**config.mk**
```make
export PLATFORM = sky130hd
export DESIGN_NAME = wb_regfile_ctl
export DESIGN_NICKNAME = d
export VERILOG_FILES = /design/src/rtl/y86_pkg.sv /design/src/rtl/gpr_file.sv /design/src/rtl/wb_regfile_ctl.sv
export SDC_FILE = /design/constraint.sdc
export NUM_CORES = 2
export LEC_CHECK = 0
export BUFFER_PORTS_ARGS = -buffer_cell sky130_fd_sc_hd__buf_4
export CORE_MARGIN = 4
export CORE_UTILIZATION = 35
export CTS_CLUSTER_DIAMETER = 80
export DETAILED_ROUTE_END_ITERATION = 8
export PLACE_DENSITY = 0.49
export SLEW_MARGIN = 5
export SYNTH_ARGS = -nofsm -noshare
export SYNTH_HDL_FRONTEND = slang
export SYNTH_HIERARCHICAL = 1
export SYNTH_SLANG_ARGS = --single-unit
```
**constraint.sdc**
```tcl
create_clock -name clk -period 7.2 [get_ports clk]
set_clock_uncertainty 0.1 [all_clocks]
set_input_delay 2.16 -clock clk [delete_from_list [all_inputs] [get_ports clk]]
set_output_delay 2.16 -clock clk [all_outputs]
set_load 0.01 [all_outputs]
```
**src/rtl/y86_pkg.sv**
```systemverilog
// Y86-64 shared constants: status codes, instruction codes, register ids
// and the write-back status FSM encoding.
package y86_pkg;

    localparam logic [2:0] STAT_AOK = 3'd1;
    localparam logic [2:0] STAT_HLT = 3'd2;
    localparam logic [2:0] STAT_ADR = 3'd3;
    localparam logic [2:0] STAT_INS = 3'd4;

    localparam logic [3:0] ICODE_HALT   = 4'd0;
    localparam logic [3:0] ICODE_NOP    = 4'd1;
    localparam logic [3:0] ICODE_CMOVXX = 4'd2;
    localparam logic [3:0] ICODE_IRMOVQ = 4'd3;
    localparam logic [3:0] ICODE_RMMOVQ = 4'd4;
    localparam logic [3:0] ICODE_MRMOVQ = 4'd5;
    localparam logic [3:0] ICODE_OPQ    = 4'd6;
    localparam logic [3:0] ICODE_JXX    = 4'd7;
    localparam logic [3:0] ICODE_CALL   = 4'd8;
    localparam logic [3:0] ICODE_RET    = 4'd9;
    localparam logic [3:0] ICODE_PUSHQ  = 4'd10;
    localparam logic [3:0] ICODE_POPQ   = 4'd11;

    localparam logic [3:0] RNONE = 4'hF;
    localparam logic [3:0] RSP   = 4'd4;

    typedef enum logic {
        ST_RUN,
        ST_HALTED
    } wb_state_e;

    // Undefined status encodings are folded into INS.
    function automatic logic [2:0] norm_stat(input logic [2:0] s);
        logic [2:0] r;
        r = STAT_INS;
        if (s == STAT_AOK || s == STAT_HLT || s == STAT_ADR)
            r = s;
        return r;
    endfunction

endpackage

```
**src/rtl/gpr_file.sv**
```systemverilog
// General-purpose register file: two write ports (M over E on collision)
// and two combinational read ports with optional same-cycle forwarding.
module gpr_file #(
    parameter int XLEN   = 64,
    parameter int RW     = 4,
    parameter int NREGS  = 15,
    parameter int BYPASS = 1
) (
    input  logic            clk,
    input  logic            rst_n,
    input  logic            we_e_i,
    input  logic [RW-1:0]   waddr_e_i,
    input  logic [XLEN-1:0] wdata_e_i,
    input  logic            we_m_i,
    input  logic [RW-1:0]   waddr_m_i,
    input  logic [XLEN-1:0] wdata_m_i,
    input  logic [RW-1:0]   raddr_a_i,
    input  logic [RW-1:0]   raddr_b_i,
    output logic [XLEN-1:0] rdata_a_o,
    output logic [XLEN-1:0] rdata_b_o
);

    logic [XLEN-1:0] regs_q [NREGS];

    always_ff @(posedge clk or negedge rst_n) begin
        if (!rst_n) begin
            for (int i = 0; i < NREGS; i++)
                regs_q[i] <= '0;
        end else begin
            for (int i = 0; i < NREGS; i++) begin
                if (we_m_i && waddr_m_i == RW'(i))
                    regs_q[i] <= wdata_m_i;
                else if (we_e_i && waddr_e_i == RW'(i))
                    regs_q[i] <= wdata_e_i;
            end
        end
    end

    // Out-of-range indices (including RNONE) match no entry and read 0.
    function automatic logic [XLEN-1:0] rd(input logic [RW-1:0] a);
        logic [XLEN-1:0] r;
        r = '0;
        for (int i = 0; i < NREGS; i++) begin
            if (a == RW'(i))
                r = regs_q[i];
        end
        if (BYPASS != 0) begin
            if (we_e_i && waddr_e_i == a)
                r = wdata_e_i;
            if (we_m_i && waddr_m_i == a)
                r = wdata_m_i;
        end
        return r;
    endfunction

    always_comb begin
        rdata_a_o = rd(raddr_a_i);
        rdata_b_o = rd(raddr_b_i);
    end

endmodule

```
**src/rtl/wb_regfile_ctl.sv**
```systemverilog
// Y86-64 write-back stage: commit decode, status/halt FSM,
// retired-instruction counter and the GPR file.
module wb_regfile_ctl
    import y86_pkg::*;
#(
    parameter int XLEN      = 64,
    parameter int RW        = 4,
    parameter int NREGS     = 15,
    parameter int BYPASS    = 1,
    parameter int CMOV_GATE = 1,
    parameter int CNT_W     = 32
) (
    input  logic             clk,
    input  logic             rst_n,
    input  logic             w_valid,
    input  logic             w_stall,
    input  logic [2:0]       w_stat,
    input  logic [3:0]       w_icode,
    input  logic             w_cnd,
    input  logic [RW-1:0]    w_dstE,
    input  logic [RW-1:0]    w_dstM,
    input  logic [XLEN-1:0]  w_valE,
    input  logic [XLEN-1:0]  w_valM,
    input  logic             restart,
    input  logic [RW-1:0]    srcA,
    input  logic [RW-1:0]    srcB,
    output logic [XLEN-1:0]  valA,
    output logic [XLEN-1:0]  valB,
    output logic [2:0]       stat_o,
    output logic             halted,
    output logic [CNT_W-1:0] retired
);

    localparam logic [RW-1:0] RN      = '1;
    localparam logic [RW:0]   NREGS_W = (RW + 1)'(NREGS);

    wb_state_e        state_q;
    logic [2:0]       stat_q;
    logic [CNT_W-1:0] retired_q;
    logic [CNT_W-1:0] retired_d;

    logic       commit;
    logic [2:0] stat_n;
    logic       stat_ok;
    logic       cmov_block;
    logic       dste_ok;
    logic       dstm_ok;
    logic       we_e;
    logic       we_m;
    logic       retire;

    assign halted  = (state_q == ST_HALTED);
    assign stat_o  = stat_q;
    assign retired = retired_q;

    // Reset also suppresses forwarding so outputs read 0 while held.
    always_comb begin
        commit     = rst_n & w_valid & ~w_stall & ~halted;
        stat_n     = norm_stat(w_stat);
        stat_ok    = (stat_n == STAT_AOK);
        cmov_block = (CMOV_GATE != 0) && (w_icode == ICODE_CMOVXX) && !w_cnd;
        dste_ok    = (w_dstE != RN) && ({1'b0, w_dstE} < NREGS_W);
        dstm_ok    = (w_dstM != RN) && ({1'b0, w_dstM} < NREGS_W);
        we_e       = commit & stat_ok & dste_ok & ~cmov_block;
        we_m       = commit & stat_ok & dstm_ok;
        retire     = commit & (stat_ok | (stat_n == STAT_HLT));
    end

    always_comb begin
        retired_d = retired_q;
        if (retire && retired_q != '1)
            retired_d = retired_q + CNT_W'(1);
    end

    always_ff @(posedge clk or negedge rst_n) begin
        if (!rst_n) begin
            state_q   <= ST_RUN;
            stat_q    <= STAT_AOK;
            retired_q <= '0;
        end else begin
            retired_q <= retired_d;
            case (state_q)
                ST_RUN: begin
                    if (!restart && commit && !stat_ok) begin
                        state_q <= ST_HALTED;
                        stat_q  <= stat_n;
                    end
                end
                ST_HALTED: begin
                    if (restart) begin
                        state_q <= ST_RUN;
                        stat_q  <= STAT_AOK;
                    end
                end
                default: begin
                    state_q <= ST_RUN;
                    stat_q  <= STAT_AOK;
                end
            endcase
        end
    end

    gpr_file #(
        .XLEN   (XLEN),
        .RW     (RW),
        .NREGS  (NREGS),
        .BYPASS (BYPASS)
    ) u_gpr (
        .clk       (clk),
        .rst_n     (rst_n),
        .we_e_i    (we_e),
        .waddr_e_i (w_dstE),
        .wdata_e_i (w_valE),
        .we_m_i    (we_m),
        .waddr_m_i (w_dstM),
        .wdata_m_i (w_valM),
        .raddr_a_i (srcA),
        .raddr_b_i (srcB),
        .rdata_a_o (valA),
        .rdata_b_o (valB)
    );

endmodule

```
==> metrics.txt <==
# TYPE chip_impl_metric gauge
chip_impl_metric{name="vias_per_cell",unit=""} 6.51
chip_impl_metric{name="detail_route.iter0.violations",unit=""} 9717
chip_impl_metric{name="final_min_period_over_clock_period",unit="%"} 99.5
chip_impl_metric{name="pwr_dens",unit="nW/um^2"} 203
chip_impl_info{name="end_kind",value="output pin"} 1
chip_impl_info{name="rr_endpoint",value="u_gpr/regs_q[839]$_DFFE_PN0P_"} 1
chip_impl_metric{name="async_flop_share",unit="%"} 100
chip_impl_metric{name="timing.reg2reg.worst_path_depth",unit=""} 12
chip_impl_metric{name="globalplace.congestion",unit=""} 0.946
chip_impl_metric{name="timing.fmax",unit="GHz"} 0.140
chip_impl_info{name="grt_setup_unrepaired",value="true"} 1
chip_impl_info{name="synthFlopType",value="sky130_fd_sc_hd__dfrtp_1"} 1
chip_impl_metric{name="average_instance_area_after_synthesis",unit="um^2"} 8.45
chip_impl_metric{name="dp_worst_setup_slack",unit="ns"} -0.172
chip_impl_metric{name="remaining_drc_errors",unit=""} 0
chip_impl_metric{name="worst_slew_pin_slew",unit="ns"} 1.38
chip_impl_metric{name="totalNegativeSetupSlack",unit="ns"} 0
chip_impl_info{name="layout_common_cells",value="sky130_fd_sc_hd__mux2i_1 (1212), sky130_fd_sc_hd__dfrtp_1 (995), sky130_fd_sc_hd__nor2_1 (909), sky130_fd_sc_hd__a21oi_1 (905), sky130_fd_sc_hd__o21ai_0 (724)"} 1
chip_impl_metric{name="initial_core_util",unit="%"} 35.1
chip_impl_metric{name="flow.area_growth_from_synthesis",unit="%"} 15.7
chip_impl_metric{name="ys_ff_latch",unit=""} 996
chip_impl_metric{name="cellLeakagePower",unit="nW"} 34.9
chip_impl_metric{name="area_of_the_core",unit="um^2"} 192000
chip_impl_metric{name="die_x",unit="um"} 447
chip_impl_metric{name="netlist-cell-type-count",unit=""} 87
chip_impl_info{name="ctsRootBufferMaster",value="sky130_fd_sc_hd__clkbuf_16"} 1
chip_impl_metric{name="floorplan.rows",unit=""} 161
chip_impl_metric{name="final_antenna_net_count",unit=""} 0
chip_impl_info{name="worst_hold_path_type",value="register to register"} 1
chip_impl_metric{name="area.sequential",unit="um^2"} 24900
chip_impl_metric{name="worst-r2r-setup-slack",unit="ns"} 2.97
chip_impl_metric{name="multiInputGateArea",unit="um^2"} 38700
chip_impl_info{name="status",value="finished, final reports clean"} 1
chip_impl_metric{name="slew_headroom",unit="%"} 8.02
chip_impl_metric{name="power.switching_fraction",unit="%"} 30.8
chip_impl_metric{name="detailed_route_wl",unit="um"} 371000
chip_impl_metric{name="insertion_delay_to_the_later_sink_of_the_worst_skew_pair",unit="ns"} 0.80
chip_impl_metric{name="num_vias",unit=""} 68700
chip_impl_metric{name="top_level_ports",unit=""} 321
chip_impl_metric{name="detail_route.first_pass.iterations",unit=""} 8
chip_impl_metric{name="number_of_buffers_added_by_the_clock_tree_synthesis_step",unit=""} 132
chip_impl_metric{name="maxCapViolCount",unit=""} 0
chip_impl_metric{name="post-dp-hpwl",unit="um"} 228000
chip_impl_info{name="crit_path_cell_trace",value="buf_4 -> nand4bb_4 -> or3_4 -> buf_6 -> a41o_1 -> a21oi_2 -> nand2_1 -> or2_4 -> buf_6 -> and3_1 -> a211oi_1 -> o22ai_2 -> buf_4"} 1
chip_impl_metric{name="power_frac_comb",unit="%"} 16.7
chip_impl_metric{name="synthesis.area",unit="um^2"} 67600
chip_impl_metric{name="tritoncts_num_sinks",unit=""} 996
chip_impl_metric{name="via_count_of_the_first_global_routing_pass",unit=""} 64500
chip_impl_info{name="cp-start-kind",value="input pin"} 1
chip_impl_metric{name="worst_ep_required_time",unit="ns"} 4.94
chip_impl_metric{name="cts.path.max_buffers",unit=""} 3
chip_impl_metric{name="antenna_found_initial",unit=""} 40
chip_impl_metric{name="layout.filler_cells",unit=""} 19200
chip_impl_metric{name="post_drt_wl_per_cell",unit="um"} 35.2
chip_impl_info{name="worst-setup-path-type",value="input pin to output pin"} 1
chip_impl_info{name="first_element_of_the_critical_path",value="w_stall"} 1
chip_impl_metric{name="intPower",unit="mW"} 11.0
chip_impl_info{name="setup.worst_path.end",value="valA[1]"} 1
chip_impl_metric{name="nNetsFinal",unit=""} 8037
chip_impl_metric{name="synth_warnings",unit=""} 6
chip_impl_metric{name="die_height",unit="um"} 447
chip_impl_metric{name="finalMaxSlewViolations",unit=""} 0
chip_impl_metric{name="seq_power_share",unit="%"} 39.3
chip_impl_metric{name="drive_gt1_share",unit="%"} 14.5
chip_impl_info{name="standard_cell_with_the_maximum_stage_delay_on_the_critical_path",value="sky130_fd_sc_hd__or3_4"} 1
chip_impl_metric{name="ys_seq_area_share",unit="%"} 36.9
chip_impl_metric{name="track_usage",unit="%"} 35.8
chip_impl_metric{name="clk_transition_reported_paths",unit="ns"} 0.05
chip_impl_info{name="rr_startpoint",value="halted$_DFF_PN0_"} 1
chip_impl_info{name="final_common_cell",value="sky130_fd_sc_hd__mux2i_1"} 1
chip_impl_metric{name="largest_net_degree_at_the_start_of_global_routing",unit=""} 156
chip_impl_metric{name="clock_power_share",unit="%"} 44.0
chip_impl_metric{name="grt.overflow.total",unit=""} 0
chip_impl_metric{name="p_switching",unit="mW"} 4.89
chip_impl_metric{name="ir_drop",unit="uV"} 200
chip_impl_metric{name="synth_enable_flop_cells",unit=""} 0
chip_impl_metric{name="grt_pass1_wl",unit="um"} 514000
chip_impl_metric{name="critPathMaxFanout",unit=""} 27
chip_impl_metric{name="critical_path.max_stage_delay",unit="ns"} 0.38
chip_impl_metric{name="fp.dieArea",unit="um^2"} 200000
chip_impl_metric{name="cts.htree.levels",unit=""} 4
chip_impl_info{name="tritoncts",value="yes"} 1
chip_impl_metric{name="fin_crit",unit="ns"} 7.16
chip_impl_metric{name="synthesis.nets",unit=""} 8160
chip_impl_metric{name="setup-violations-final",unit=""} 0
chip_impl_metric{name="cp.arrival",unit="ns"} 4.90
chip_impl_metric{name="finalHoldViolations",unit=""} 0
chip_impl_metric{name="synthCells",unit=""} 8002
chip_impl_metric{name="worst_slack",unit="ns"} 0.0366
chip_impl_metric{name="placement.io_buffers",unit=""} 320
-- synth_stat cells (62+ instances only) --
cell / number / share of area, %
sky130_fd_sc_hd__nor2b_1: 82 / 0.76
sky130_fd_sc_hd__a21oi_1: 906 / 6.7
sky130_fd_sc_hd__mux2i_1: 1212 / 18
sky130_fd_sc_hd__nand3_1: 69 / 0.51
sky130_fd_sc_hd__nor2_1: 913 / 5.1
sky130_fd_sc_hd__nand2_1: 700 / 3.9
sky130_fd_sc_hd__buf_1: 118 / 0.66
sky130_fd_sc_hd__dfrtp_1: 995 / 37
sky130_fd_sc_hd__o22ai_1: 276 / 2.6
sky130_fd_sc_hd__mux2_2: 85 / 1.4
sky130_fd_sc_hd__o22a_1: 80 / 1.0
sky130_fd_sc_hd__buf_2: 249 / 1.8
sky130_fd_sc_hd__a22oi_1: 62 / 0.69
sky130_fd_sc_hd__clkbuf_1: 508 / 2.8
sky130_fd_sc_hd__o21ai_0: 724 / 5.4
sky130_fd_sc_hd__a211oi_1: 131 / 1.5
sky130_fd_sc_hd__buf_4: 85 / 0.94
-- flip-flops by register name (all words and copies together), names as in the netlist --
name and count:
u_gpr/regs_q 960, stat_o 3, halted 1, retired 32
-- worst min path at each step --
stage,start,depth (start not counted),to
after floorplan,retired[6]$_DFFE_PN0P_,1,retired[6]$_DFFE_PN0P_
after global placement,retired[6]$_DFFE_PN0P_,1,retired[6]$_DFFE_PN0P_
after detailed placement,retired[6]$_DFFE_PN0P_,1,retired[6]$_DFFE_PN0P_
after CTS,retired[6]$_DFFE_PN0P_,1,retired[6]$_DFFE_PN0P_
after global routing,retired[23]$_DFFE_PN0P_,1,retired[23]$_DFFE_PN0P_
final,retired[6]$_DFFE_PN0P_,1,retired[6]$_DFFE_PN0P_
-- cells by family (layout without fill, tap and decap cells) --
logic type | Yosys count | after routing | synth area share (%)
multiplexers | 1304 | 1304 | 19.6
AO/OA/AOI/OAI | 2654 | 2654 | 23.5
other | 0 | 38 | 0
XOR/XNOR | 47 | 47 | 0.609
adder cells (fa/ha/maj) | 2 | 2 | 0.0333
AND/OR/NAND/NOR | 2009 | 2009 | 12.8
flip-flops | 996 | 996 | 36.9
buffers and inverters | 990 | 968 | 6.59
-- power by group through the flow --
stage / logic (mW) / clock network, mW / registers [mW]
after floorplan: 1.40 / 0 / 6.22
after global placement: 2.56 / 0 / 6.31
after detailed placement: 2.58 / 0 / 6.32
after CTS: 2.58 / 7.06 / 6.23
after global routing: 2.78 / 7.26 / 6.27
final: 2.66 / 7.00 / 6.25
-- through the flow --
| step | util (%) | power [mW] | area (um^2) | hold WS (ns) | cells |
|---|---|---|---|---|---|
| 3_3_place_gp | 38.2 | 8.87 | 73400 | 0.382 | 10300 |
| 4_1_cts | 40.5 | 15.9 | 78000 | 0.396 | 10500 |
| 2_1_floorplan | - | 7.62 | 67600 | 0.419 | 8002 |
| 3_5_place_dp | 38.2 | 8.90 | 73400 | 0.385 | 10300 |
| 5_1_grt | 40.6 | 16.3 | 78100 | 0.427 | 10500 |
| 6_report | 40.6 | 15.9 | 78200 | 0.390 | 10500 |
-- repair_timing --
action | CTS | global route
setup buffers | 0 | 1
pin swaps | 2 | 3
setup endpoints to repair | 18 | 69
hold endpoints to repair | 0 | 0
hold buffers | 0 | 0
resized for setup | 9 | 19
gates cloned | 1 | 0
-- cell type report --
class	instances	share of cell area [%]
timing repair buffer	721	8.68
clock buffer	197	5.07
sequential	996	31.9
tap	2526	4.04
antenna	38	0.122
multi-input combinational	6016	49.5
clock inverter	38	0.655
inverter	12	0.0608
-- worst max-delay path, delay by kind of cell --
kind	cells	cell delay (ns)
buffers and inverters	4	0.70
AOI/OAI and AO/OA	4	0.85
and+or+nand+nor	5	1.17
-- routing by layer --
layer	vias to the layer above	GRT usage (%)	share of wire (%)
met5	-	0	0.041
met4	24	25.6	8.1
li1	28600	-	-
met3	1212	9.55	11
met2	4808	52.3	43
met1	34100	45.8	38
No activity file was read; power rests on OpenSTA's default activity.
